==> src/rtl/rv32i_pkg.sv <==
// Shared rv32i definitions used by the fetch stage and decode.
package rv32i_pkg;

  localparam int unsigned XLEN        = 32;
  localparam int unsigned ILEN        = 32;
  localparam int unsigned INSTR_BYTES = 4;

  typedef enum logic [0:0] {
    FETCH = 1'b0,
    FAULT = 1'b1
  } fetch_state_t;

  typedef struct packed {
    logic [ILEN-1:0] instr;
    logic [XLEN-1:0] pc;
    logic [XLEN-1:0] pc4;
  } fetch_pkt_t;

  // A fetch address is legal only if it is word aligned.
  function automatic logic is_aligned(input logic [1:0] addr_lo);
    return addr_lo == 2'b00;
  endfunction

endpackage

==> src/rtl/fetch_skid_buf.sv <==
// One-entry hold slot between instr_mem response and decode.
// Parks a response that decode did not accept so the read is not lost.
module fetch_skid_buf #(
  parameter int unsigned W = 32
) (
  input  logic         clk,
  input  logic         rst,
  input  logic         flush_i,
  input  logic         in_valid_i,
  input  logic [W-1:0] in_instr_i,
  input  logic [W-1:0] in_pc_i,
  input  logic         out_ready_i,
  output logic         hold_valid_o,
  output logic         out_valid_o,
  output logic [W-1:0] out_instr_o,
  output logic [W-1:0] out_pc_o
);

  logic         hold_valid_q;
  logic [W-1:0] hold_instr_q;
  logic [W-1:0] hold_pc_q;

  // Hold slot: flush wins, drain on ready, capture an unaccepted response.
  always_ff @(posedge clk or posedge rst) begin
    if (rst) begin
      hold_valid_q <= 1'b0;
      hold_instr_q <= '0;
      hold_pc_q    <= '0;
    end else if (flush_i) begin
      hold_valid_q <= 1'b0;
    end else if (hold_valid_q && out_ready_i) begin
      hold_valid_q <= 1'b0;
    end else if (in_valid_i && !out_ready_i && !hold_valid_q) begin
      hold_valid_q <= 1'b1;
      hold_instr_q <= in_instr_i;
      hold_pc_q    <= in_pc_i;
    end
  end

  // Output mux: the parked entry is older, so it always goes first.
  always_comb begin
    out_valid_o = hold_valid_q | in_valid_i;
    if (hold_valid_q) begin
      out_instr_o = hold_instr_q;
      out_pc_o    = hold_pc_q;
    end else begin
      out_instr_o = in_instr_i;
      out_pc_o    = in_pc_i;
    end
  end

  assign hold_valid_o = hold_valid_q;

endmodule

==> src/rtl/fetch_unit.sv <==
// rv32i instruction-fetch stage: owns the PC, drives instr_mem, absorbs its
// one-cycle read latency and hands {instr, pc, pc+4} to decode.
module fetch_unit #(
  parameter int unsigned     XLEN     = 32,
  parameter logic [XLEN-1:0] RESET_PC = 32'h0000_0000
) (
  input  logic            clk,
  input  logic            rst,
  output logic [XLEN-1:0] imem_addr,
  output logic            imem_req,
  input  logic [XLEN-1:0] imem_rdata,
  input  logic            redirect_valid,
  input  logic [XLEN-1:0] redirect_target,
  output logic            out_valid,
  input  logic            out_ready,
  output logic [XLEN-1:0] out_instr,
  output logic [XLEN-1:0] out_pc,
  output logic [XLEN-1:0] out_pc4,
  output logic            fetch_fault
);

  import rv32i_pkg::*;

  fetch_state_t    state_q, state_d;
  logic [XLEN-1:0] pc_q, pc_d;
  logic [XLEN-1:0] resp_pc_q, resp_pc_d;
  logic            resp_pending_q, resp_pending_d;
  logic            fault_q, fault_d;

  logic            fetching;
  logic            redirect;
  logic            issue;
  logic            hold_valid;
  logic            skid_valid;
  logic [XLEN-1:0] skid_instr;
  logic [XLEN-1:0] skid_pc;

  assign fetching = (state_q == FETCH);
  assign redirect = fetching & redirect_valid;
  assign issue    = fetching & ~redirect_valid &
                    (~(hold_valid | resp_pending_q) | out_ready);

  fetch_skid_buf #(
    .W (XLEN)
  ) u_skid (
    .clk          (clk),
    .rst          (rst),
    .flush_i      (redirect),
    .in_valid_i   (resp_pending_q),
    .in_instr_i   (imem_rdata),
    .in_pc_i      (resp_pc_q),
    .out_ready_i  (out_ready),
    .hold_valid_o (hold_valid),
    .out_valid_o  (skid_valid),
    .out_instr_o  (skid_instr),
    .out_pc_o     (skid_pc)
  );

  // Next-state: redirect beats issue; a misaligned target parks the unit in FAULT.
  always_comb begin
    state_d        = state_q;
    pc_d           = pc_q;
    resp_pc_d      = resp_pc_q;
    resp_pending_d = 1'b0;
    fault_d        = fault_q;
    if (redirect) begin
      pc_d = redirect_target;
      if (!is_aligned(redirect_target[1:0])) begin
        state_d = FAULT;
        fault_d = 1'b1;
      end
    end else if (issue) begin
      pc_d           = pc_q + XLEN'(INSTR_BYTES);
      resp_pending_d = 1'b1;
      resp_pc_d      = pc_q;
    end
  end

  // PC, in-flight response tracking and fault state.
  always_ff @(posedge clk or posedge rst) begin
    if (rst) begin
      state_q        <= FETCH;
      pc_q           <= RESET_PC;
      resp_pc_q      <= '0;
      resp_pending_q <= 1'b0;
      fault_q        <= 1'b0;
    end else begin
      state_q        <= state_d;
      pc_q           <= pc_d;
      resp_pc_q      <= resp_pc_d;
      resp_pending_q <= resp_pending_d;
      fault_q        <= fault_d;
    end
  end

  assign imem_addr   = pc_q;
  assign imem_req    = issue;
  assign out_valid   = skid_valid & ~redirect_valid & fetching;
  assign out_instr   = skid_instr;
  assign out_pc      = skid_pc;
  assign out_pc4     = skid_pc + XLEN'(INSTR_BYTES);
  assign fetch_fault = fault_q;

endmodule

==> config.mk <==
export PLATFORM = sky130hd
export DESIGN_NAME = fetch_unit
export DESIGN_NICKNAME = d
export VERILOG_FILES = /design/src/rtl/rv32i_pkg.sv /design/src/rtl/fetch_skid_buf.sv /design/src/rtl/fetch_unit.sv
export SDC_FILE = /design/constraint.sdc
export NUM_CORES = 1
export LEC_CHECK = 0
export ABC_CLOCK_PERIOD_IN_PS = 2400
export BUFFER_PORTS_ARGS = -buffer_cell sky130_fd_sc_hd__buf_2
export CORE_MARGIN = 1.5
export CORE_UTILIZATION = 47
export DETAILED_ROUTE_END_ITERATION = 10
export PLACE_DENSITY = 0.78
export SYNTH_ARGS = -nofsm -noshare
export SYNTH_HDL_FRONTEND = slang
export SYNTH_HIERARCHICAL = 1
export SYNTH_SLANG_ARGS = --single-unit
==> constraint.sdc <==
create_clock -name clk -period 2.4 [get_ports clk]
set_input_delay 0.36 -clock clk [delete_from_list [all_inputs] [get_ports clk]]
set_output_delay 0.36 -clock clk [all_outputs]
set_load 0.01 [all_outputs]
==> metrics.yaml <==
status:
  outcome: "finished, violations left"
  violations: "setup timing"
critical_path:
  critical_path.max_fanout: 7
  critPathKind: "register to output port"
  r2r-start: "u_skid/hold_valid_o"
  crit_arrival_ps: 2570
  rr_worst_depth: 8
  r2r_end: "imem_addr[27]"
  worst_ep_required_time_ps: 2040
  r2r_slack_ps: 240
  startpoint_type: "register"
  endpoint_kind: "output port"
synth:
  yosys-top-cells-count: "nand2_1, dfrtp_1, mux2_2"
  synthFlopType: "dfrtp_1"
  synth_most_common_cell: "nand2_1"
  synth_top_area_share: 0.479
  synth_edf_count: 0
  postSynthAreaPerCell_um2: 10.6
  async_flop_share: 1.00
  syn_inst: 647
  syn_area_mm2: 0.00685
  synthDistinctLibCells: 45
  yosysWarnings: 6
  ys_top_cells_by_area: "dfrtp_1, mux2_2, mux2_1, nand2_1, xnor2_1"
  ys_seq_area_frac: 0.479
  ys_ff_latch: 131
  synth_top_area_cell: "dfrtp_1"
  syn_nets: 717
pwr:
  ir_worst_vdd_uv: 539
  p_leak_nw: 4.83
  power_mw: 7.04
  powerDensity_mw_per_mm2: 752
timing:
  worst_slack_ps: -529
  min_period_ps: 2930
  max_freq_mhz: 341
  max_slew_margin: 0.595
  finalMaxSlewViolations: 0
  finalSetupViolCount: 25
  hold_viol: 0
  clock_skew_ps: 11.9
  rsz0062_at_grt: "yes"
  worst_slew_pin_slew_ps: 607
  timing.final.crit_share: 1.22
layout:
  final_core_utilization: 0.666
  layout.cells.non_filler: 1079
  syn2layout_area_growth_pct: 36.6
  regArea_mm2: 0.00328
  drive_gt1_frac: 0.448
  n_fill_cell: 1043
  nNetsFinal: 956
  n_antenna_cell: 0
  multi_input_area_mm2: 0.00364
flow_run:
  maxCapViolations: 0
worst_hold_path:
  hp-class: "input pin to asynchronous set/reset pin"
clock_network:
  cts_max_path_buffers: 2
  cts_buffers: 17
  cts.htree.levels: 4
  insertion_delay_ps: 420
  clock-root-buffer: "clkbuf_16"
  path_clk_slew_ps: 60
  cts_tree: "built"
  cts_num_sinks: 131
global_routing:
  grt_pass1_wl_um: 28600
  gr-total-overflow: 0
  grt_pass1_vias: 5515
  grt_use_total: 0.246
  grt_start_max_net_pins: 67
  antenna_found_initial: 1
detailed_routing:
  drc_errors: 0
  dr.pass1.iters: 6
  wl_um: 18400
  post_drt_wl_per_cell_um: 17.0
  via_per_inst: 5.38
  vias: 5800
  ant_nets: 0
  drt_iter0_markers: 355
placement:
  portBuffers: 198
  gp_congestion: 0.833
  place_ws_ps: -198
  place_inst: 1044
  hpwl_um: 13100
floorplan:
  rows: 43
  die_h_um: 124
  start_util: 0.488
  ios: 199
  coreArea_mm2: 0.0140
  dieArea_mm2: 0.0153
  die_w_um: 124
-- placed cells by master (no fill, tap or decap), types with 5 or more instances in the layout --
cell type and instances:
o311ai_0 9, o211ai_1 10, nand2_2 6, buf_4 43
mux2_4 11, nand2_1 138, bufinv_16 5, clkbuf_16 17
dfrtp_1 130, nand3_1 24, mux2_2 57, a31oi_1 6
o21ai_0 21, buf_6 8, xor2_1 11, mux2_1 60
xnor2_2 10, nand4_1 14, xnor2_1 12, buf_2 197
inv_1 10, nor2_1 15, and3_1 8
-- how the worst max path moves through the flow --
stage / from / endpoint / slack, ps / depth (start not counted)
2_1_floorplan: u_skid/hold_valid_o / out_pc4[22] / -10 / 9
3_3_place_gp: u_skid/hold_valid_o / out_pc4[30] / -90 / 9
3_5_place_dp: u_skid/hold_valid_o / out_pc4[28] / -200 / 9
4_1_cts: u_skid/hold_valid_o / out_pc4[30] / -550 / 9
5_1_grt: u_skid/hold_valid_o / out_pc4[31] / -680 / 9
6_report: u_skid/hold_valid_o / out_pc4[31] / -530 / 9
-- metrics by stage --
step	area [µm²]	hold slack, ps	TNS (ps)
after floorplan	6910	430	-11.9
after global placement	8370	461	-457
after detailed placement	8370	468	-1050
after CTS	9240	40.6	-8390
after global routing	9360	60.6	-11290
final	9360	18.2	-8260
-- logic make-up after synthesis --
group | Yosys count | synth area share
XOR/XNOR | 34 | 0.0435
AO/OA/AOI/OAI | 57 | 0.0552
flip-flops | 131 | 0.479
buffers and inverters | 46 | 0.0349
multiplexers | 128 | 0.210
adder cells (fa/ha/maj) | 2 | 0.00365
AND/OR/NAND/NOR | 249 | 0.174
-- sequential cells by signal, indices dropped and copies added, names as in the netlist --
| signal | count |
|---|---|
| imem_addr | 32 |
| resp_pending_q | 1 |
| u_skid/hold_valid_o | 1 |
| u_skid/hold_instr_q | 32 |
| state_q | 1 |
| u_skid/hold_pc_q | 32 |
| resp_pc_q | 32 |
-- power by group --
group	switching (mW)	internal (mW)	total [mW]	leakage [nW]
clock	0.958	1.91	2.86	0.318
combinational	0.715	0.656	1.37	2.78
sequential	0.313	2.49	2.80	1.73
-- timing repair --
action,in CTS,in global routing
endpoints found under the hold margin,0,0
buffers inserted,2,1
hold buffers,0,0
endpoints found under the setup margin,58,60
pin swaps,21,10
resized for setup,47,21
-- cell type report --
type | instances | share of cell area
Clock buffer | 21 | 0.0492
Clock inverter | 11 | 0.0211
Inverter | 12 | 0.00481
Multi-Input combinational cell | 470 | 0.389
Sequential cell | 131 | 0.350
Tap cell | 180 | 0.0241
Timing Repair Buffer | 254 | 0.161
-- critical path, cell delays in order (launching register included) --
cell and delay (ps):
dfrtp_2 480, buf_6 160, mux2_4 220, nand2_1 120
nor4_2 310, buf_4 170, and4_4 300, nand3_2 110
xnor2_2 130, buf_2 140
-- routing by layer --
layer	vias up	GRT usage	wire length, µm
met2	291	0.384	8370
met3	30	0.0627	1670
met1	2701	0.336	7960
met5	-	0	13
met4	2	0.0790	360
li1	2776	-	-
Power figures use the tool's default switching activity.
